===== src/rtl/fir_sample_feeder_pkg.sv =====
// Shared constants and frame-state encoding for the FIR sample feeder and its
// 128-tap serial filter.
package fir_sample_feeder_pkg;

  localparam int FIR_WIDTH  = 18;
  localparam int FIR_TAPS   = 128;
  localparam int PHASE_LOAD = FIR_TAPS - 1;

  typedef enum logic [1:0] {
    FR_IDLE = 2'd0,
    FR_RUN  = 2'd1,
    FR_LOAD = 2'd2
  } frame_t;

endpackage


===== src/rtl/fir_sample_feeder_fifo.sv =====
// Small first-word-fall-through sample FIFO; an extra pointer bit separates
// full from empty when the pointers alias.
module sample_fifo #(
  parameter int WIDTH = 18,
  parameter int DEPTH = 4
) (
  input  logic                     clk,
  input  logic                     rst,
  input  logic                     push,
  input  logic signed [WIDTH-1:0]  din,
  input  logic                     pop,
  output logic signed [WIDTH-1:0]  dout,
  output logic                     full,
  output logic                     empty,
  output logic [$clog2(DEPTH):0]   level
);
  localparam int AW = $clog2(DEPTH);

  logic signed [WIDTH-1:0] mem [DEPTH];
  logic [AW:0]             wr_ptr;
  logic [AW:0]             rd_ptr;
  logic                    do_push;
  logic                    do_pop;

  // A push into a full FIFO is legal when the head leaves in the same cycle.
  assign do_pop  = pop && !empty;
  assign do_push = push && (!full || do_pop);

  assign empty = (wr_ptr == rd_ptr);
  assign full  = (wr_ptr[AW] != rd_ptr[AW]) && (wr_ptr[AW-1:0] == rd_ptr[AW-1:0]);
  assign level = wr_ptr - rd_ptr;
  assign dout  = mem[rd_ptr[AW-1:0]];

  always_ff @(posedge clk) begin
    if (do_push) mem[wr_ptr[AW-1:0]] <= din;
  end

  always_ff @(posedge clk) begin
    if (rst) begin
      wr_ptr <= '0;
      rd_ptr <= '0;
    end else begin
      if (do_push) wr_ptr <= wr_ptr + 1'b1;
      if (do_pop)  rd_ptr <= rd_ptr + 1'b1;
    end
  end

endmodule


===== src/rtl/fir_sample_feeder.sv =====
// Feeds buffered samples to the serial FIR in lock-step with its tap counter,
// stalls it when starved, and re-times its result into a valid strobe.
module fir_sample_feeder
  import fir_sample_feeder_pkg::*;
#(
  parameter int WIDTH = FIR_WIDTH,
  parameter int TAPS  = FIR_TAPS,
  parameter int DEPTH = 4,
  parameter int CNT_W = 8
) (
  input  logic                     clk,
  input  logic                     rst,
  input  logic signed [WIDTH-1:0]  in_sample,
  input  logic                     in_valid,
  output logic signed [WIDTH-1:0]  fir_sig,
  output logic                     fir_ready,
  input  logic signed [WIDTH-1:0]  fir_result,
  output logic signed [WIDTH-1:0]  out_sample,
  output logic                     out_valid,
  output logic                     overflow,
  output logic [CNT_W-1:0]         drop_count,
  output logic [$clog2(DEPTH):0]   fifo_level
);
  localparam int            PW         = $clog2(TAPS);
  localparam logic [PW-1:0] PHASE_LAST = PW'(TAPS - 1);

  logic [PW-1:0]           phase_n;
  logic [PW-1:0]           phase;
  logic signed [WIDTH-1:0] head;
  logic                    full;
  logic                    empty;
  logic                    push;
  logic                    pop;
  logic                    drop;
  frame_t                  frame;
  logic                    primed;
  logic                    load_d;
  logic                    primed_p0;

  function automatic logic [CNT_W-1:0] sat_inc(input logic [CNT_W-1:0] v);
    return (&v) ? v : v + 1'b1;
  endfunction

  // The phase is held inverted so an all-zero power-up register reads as
  // TAPS-1, the filter's own power-up index. Reset never touches it.
  assign phase = ~phase_n;

  always_ff @(posedge clk) begin
    if (fir_ready) phase_n <= phase_n - 1'b1;
  end

  // While reset is held the FIFO counts as empty, so an in-flight frame runs
  // out and the filter parks at its load index.
  always_comb begin
    frame = FR_RUN;
    if (phase == PHASE_LAST) frame = (!empty && !rst) ? FR_LOAD : FR_IDLE;
  end

  assign fir_ready = (frame != FR_IDLE);
  assign fir_sig   = (frame == FR_LOAD) ? head : '0;
  assign pop       = (frame == FR_LOAD);
  assign push      = in_valid && !rst && (!full || pop);
  assign drop      = in_valid && !rst && full && !pop;

  sample_fifo #(
    .WIDTH (WIDTH),
    .DEPTH (DEPTH)
  ) u_fifo (
    .clk   (clk),
    .rst   (rst),
    .push  (push),
    .din   (in_sample),
    .pop   (pop),
    .dout  (head),
    .full  (full),
    .empty (empty),
    .level (fifo_level)
  );

  always_ff @(posedge clk) begin
    if (rst) begin
      overflow   <= 1'b0;
      drop_count <= '0;
      primed     <= 1'b0;
      load_d     <= 1'b0;
      primed_p0  <= 1'b0;
      out_valid  <= 1'b0;
      out_sample <= '0;
    end else begin
      if (drop) begin
        overflow   <= 1'b1;
        drop_count <= sat_inc(drop_count);
      end
      if (pop) primed <= 1'b1;
      // p0: cycle after LOAD; primed_p0 remembers whether the finished frame held data
      load_d    <= pop;
      primed_p0 <= primed;
      // p1: filter result captured one cycle after load_d
      out_valid <= load_d && primed_p0;
      if (load_d && primed_p0) out_sample <= fir_result;
    end
  end

endmodule


===== config.mk =====
export PLATFORM = sky130hd
export DESIGN_NAME = fir_sample_feeder
export DESIGN_NICKNAME = d
export VERILOG_FILES = /design/src/rtl/fir_sample_feeder_pkg.sv /design/src/rtl/fir_sample_feeder_fifo.sv /design/src/rtl/fir_sample_feeder.sv
export SDC_FILE = /design/constraint.sdc
export NUM_CORES = 1
export LEC_CHECK = 0
export BUFFER_PORTS_ARGS = -buffer_cell sky130_fd_sc_hd__buf_2
export CAP_MARGIN = 20
export CORE_MARGIN = 2
export CORE_UTILIZATION = 50
export DETAILED_ROUTE_END_ITERATION = 8
export PLACE_DENSITY = 0.78
export SETUP_SLACK_MARGIN = 0.2
export SLEW_MARGIN = 25
export SYNTH_ARGS = -nofsm -noshare
export SYNTH_HDL_FRONTEND = slang
export SYNTH_SLANG_ARGS = --single-unit

===== constraint.sdc =====
create_clock -name clk -period 2.2 [get_ports clk]
set_input_delay 0.11 -clock clk [delete_from_list [all_inputs] [get_ports clk]]
set_output_delay 0.11 -clock clk [all_outputs]
set_load 0.05 [all_outputs]

==> results.json <==
{
  "fp.dieW_um": 101,
  "vias_per_cell": 5.48,
  "start_util": 0.514,
  "worst_hold_slack_ns": 0.346,
  "synthToLayoutAreaGrowth_pct": 49.2,
  "violations": "setup timing",
  "avgSynthCellArea_um2": 14.2,
  "die-area_um2": 10300,
  "final_cell_mix": "edfxtp_1, buf_2, nand2_1",
  "firstDrtPassIters": 5,
  "synth_edf_count": 79,
  "fin_total_pwr_mw": 6.03,
  "core_area_um2": 9200,
  "synthesis.nets": 382,
  "ant_nets": 0,
  "holdPathStages": 2,
  "avgRoutedWirePerCell_um": 19.2,
  "cts.sinks": 118,
  "clk_latency_ns": 0.52,
  "port_buffers": 88,
  "status": "complete, but fails checks",
  "powerDensity_nw_per_um2": 854,
  "grt_pass1_wl_um": 16400,
  "drc_errors": 0,
  "rsz0062_at_grt": "yes",
  "maxSlewHeadroom": 0.580,
  "synth_seq_cells": 118,
  "hp-class": "in -> reg",
  "worstReg2RegStart": "phase_n[4]$_DFFE_PP_",
  "cts_tree": "built",
  "fill_cells": 520,
  "layout.nets": 553,
  "worstSetupPathType": "reg -> out",
  "die_height_um": 101,
  "cts_inserted_buffers": 17,
  "r2r_cells": 8,
  "drt_iter0_markers": 226,
  "critPathSlowestCell": "or4_4",
  "ys_types": 45,
  "crit_start": "phase_n[4]$_DFFE_PP_",
  "setup_viol": 18,
  "synth.top_cells.by_area": "edfxtp_1, dfxtp_1, mux4_2, nand2_1, and2_1",
  "grt_max_degree": 24,
  "root_buffer": "clkbuf_8",
  "worstSetupStartpointType": "flop",
  "clockBufferDepth": 2,
  "p_leak_nw": 2.73,
  "max_freq_mhz": 398,
  "yosys.area.top_type": "edfxtp_1",
  "drv_cap": 0,
  "hold_start": "in_sample[14]",
  "ys.flop_type": "edfxtp_1",
  "yosysWarnings": 0,
  "skew_ns": 0.0129,
  "overflow": 0,
  "async_reset_ff_frac": 0,
  "syn_inst": 332,
  "netlist_area_um2": 4730,
  "critPathBufInv": 3,
  "cp_data_arrival_time_ns": 2.41,
  "worst_slew_pin_slew_ns": 0.626,
  "hpwl_um": 5940,
  "final_max_slew_viol_count": 0,
  "gp_congestion": 0.755,
  "worst-path-stages": 6,
  "rows": 35,
  "finalCritPeriodShare": 1.14,
  "io_pins": 89,
  "critPathRequiredTime_ns": 2.09,
  "clk_pin_slew_ns": 0.06,
  "grt_use_total": 0.215,
  "crit_family": "simple AND/OR/NAND/NOR gates",
  "endpoint_kind": "primary output",
  "slowest_delay_ns": 0.56,
  "layout_commonest_cell": "edfxtp_1",
  "layout_setup_ws_ns": -0.315,
  "yosysSeqAreaShare": 0.666,
  "cp_max_fo": 7,
  "crit_chain": "or4_4, a2111oi_4, buf_4, clkbuf_16, and2_4, buf_8",
  "hold_viol": 0,
  "min_period_ns": 2.52,
  "grt_antenna_before_repair": 0,
  "vias": 3433,
  "drive_gt1_frac": 0.424,
  "grt_pass1_vias": 3368,
  "synth_top_area_share": 0.501,
  "ir_drop_v": 0.000702,
  "ctsHtreeMaxLevel": 4,
  "routed_wl_um": 12000,
  "antenna_cells": 0
}
==> flip-flops by register name, summed over array words and instances, names as in the netlist, 3 cells and up, named ones only <==
register and flops:
u_fifo.mem 72, u_fifo.wr_ptr 3, u_fifo.rd_ptr 3, out_sample 18
phase_n 7, drop_count 8
==> through the flow <==
step	setup slack (ns)	setup TNS, ns	util	instance area (um^2)	cells
global route	-0.371	-6.14	0.767	7060	627
floorplan	0.163	0	-	4760	332
finish	-0.315	-4.92	0.767	7060	627
detailed placement	0.128	0	0.595	5470	533
global placement	0.206	0	0.595	5470	533
CTS	-0.341	-6.04	0.734	6750	611
==> cell type report <==
cell class,instances,area [um^2],area share
inverters,10,37.5,0.00532
multi-input cells,191,1620,0.230
well taps,111,139,0.0197
repair buffers,165,1530,0.217
clock inverters,8,70.1,0.00993
flip-flops and latches,118,3160,0.448
clock buffers,24,502,0.0711
==> cell usage after synthesis (3+ instances only) <==
library cell / n
edfxtp_1: 79
nand2_1: 48
dfxtp_1: 39
a21oi_1: 24
and2_1: 24
mux4_2: 18
ha_1: 10
inv_1: 10
nor2_1: 9
clkbuf_1: 7
nand3_1: 6
xnor2_1: 5
o31ai_1: 4
xor2_1: 4
buf_2: 3
o21ai_0: 3
or3_1: 3
==> cells by family (layout without fill, tap and decap cells) <==
group                      after synthesis  after routing  share of synthesized area
AOI/OAI and AO/OA                       46             46                     0.0648
xor gates and xnor gates                 9              9                     0.0167
adders and majority gates               11             11                     0.0307
buffers and inverters                   23            207                     0.0193
DFF                                    118            118                      0.666
muxes                                   21             21                     0.0923
and+or+nand+nor                        104            104                      0.110
==> routing by layer <==
metal | vias to the layer above | wire (um) | GRT usage
li1 | 1590 | - | -
met1 | 1662 | 4920 | 0.258
met2 | 154 | 6210 | 0.375
met3 | 27 | 679 | 0.0511
met4 | 0 | 214 | 0.0832
met5 | - | 0 | 0
==> worst reg2reg max path: cells and delay by family (launching register included) <==
family	cells	cell delay [ns]
buffers and inverters	4	0.53
AOI/OAI and AO/OA	2	0.39
and+or+nand+nor	2	0.48
DFF	1	0.44
==> power breakdown <==
group	leakage (nW)	switching, mW	internal [mW]
clock	0.290	0.952	1.68
combinational	1.40	0.394	0.416
sequential	1.05	0.0709	2.52
==> repair_timing <==
item                       in CTS  in global routing
pin swaps                       3                  7
gates cloned                    1                 10
hold endpoints to repair       98                  0
hold buffers                   38                  0
setup endpoints to repair      94                104
gates resized for setup        77                 25
setup buffers                   7                  6
==> worst paths after layout <==
kind,to,slack [ns]
max,fir_sig[8],-0.32
min,u_fifo.mem[2][14]$_DFFE_PP_,0.35
max reg2reg,u_fifo.mem[0][17]$_DFFE_PP_,0.06
min reg2reg,out_sample[17]$_SDFFE_PP0P_,0.46
Power figures use the tool's default switching activity.
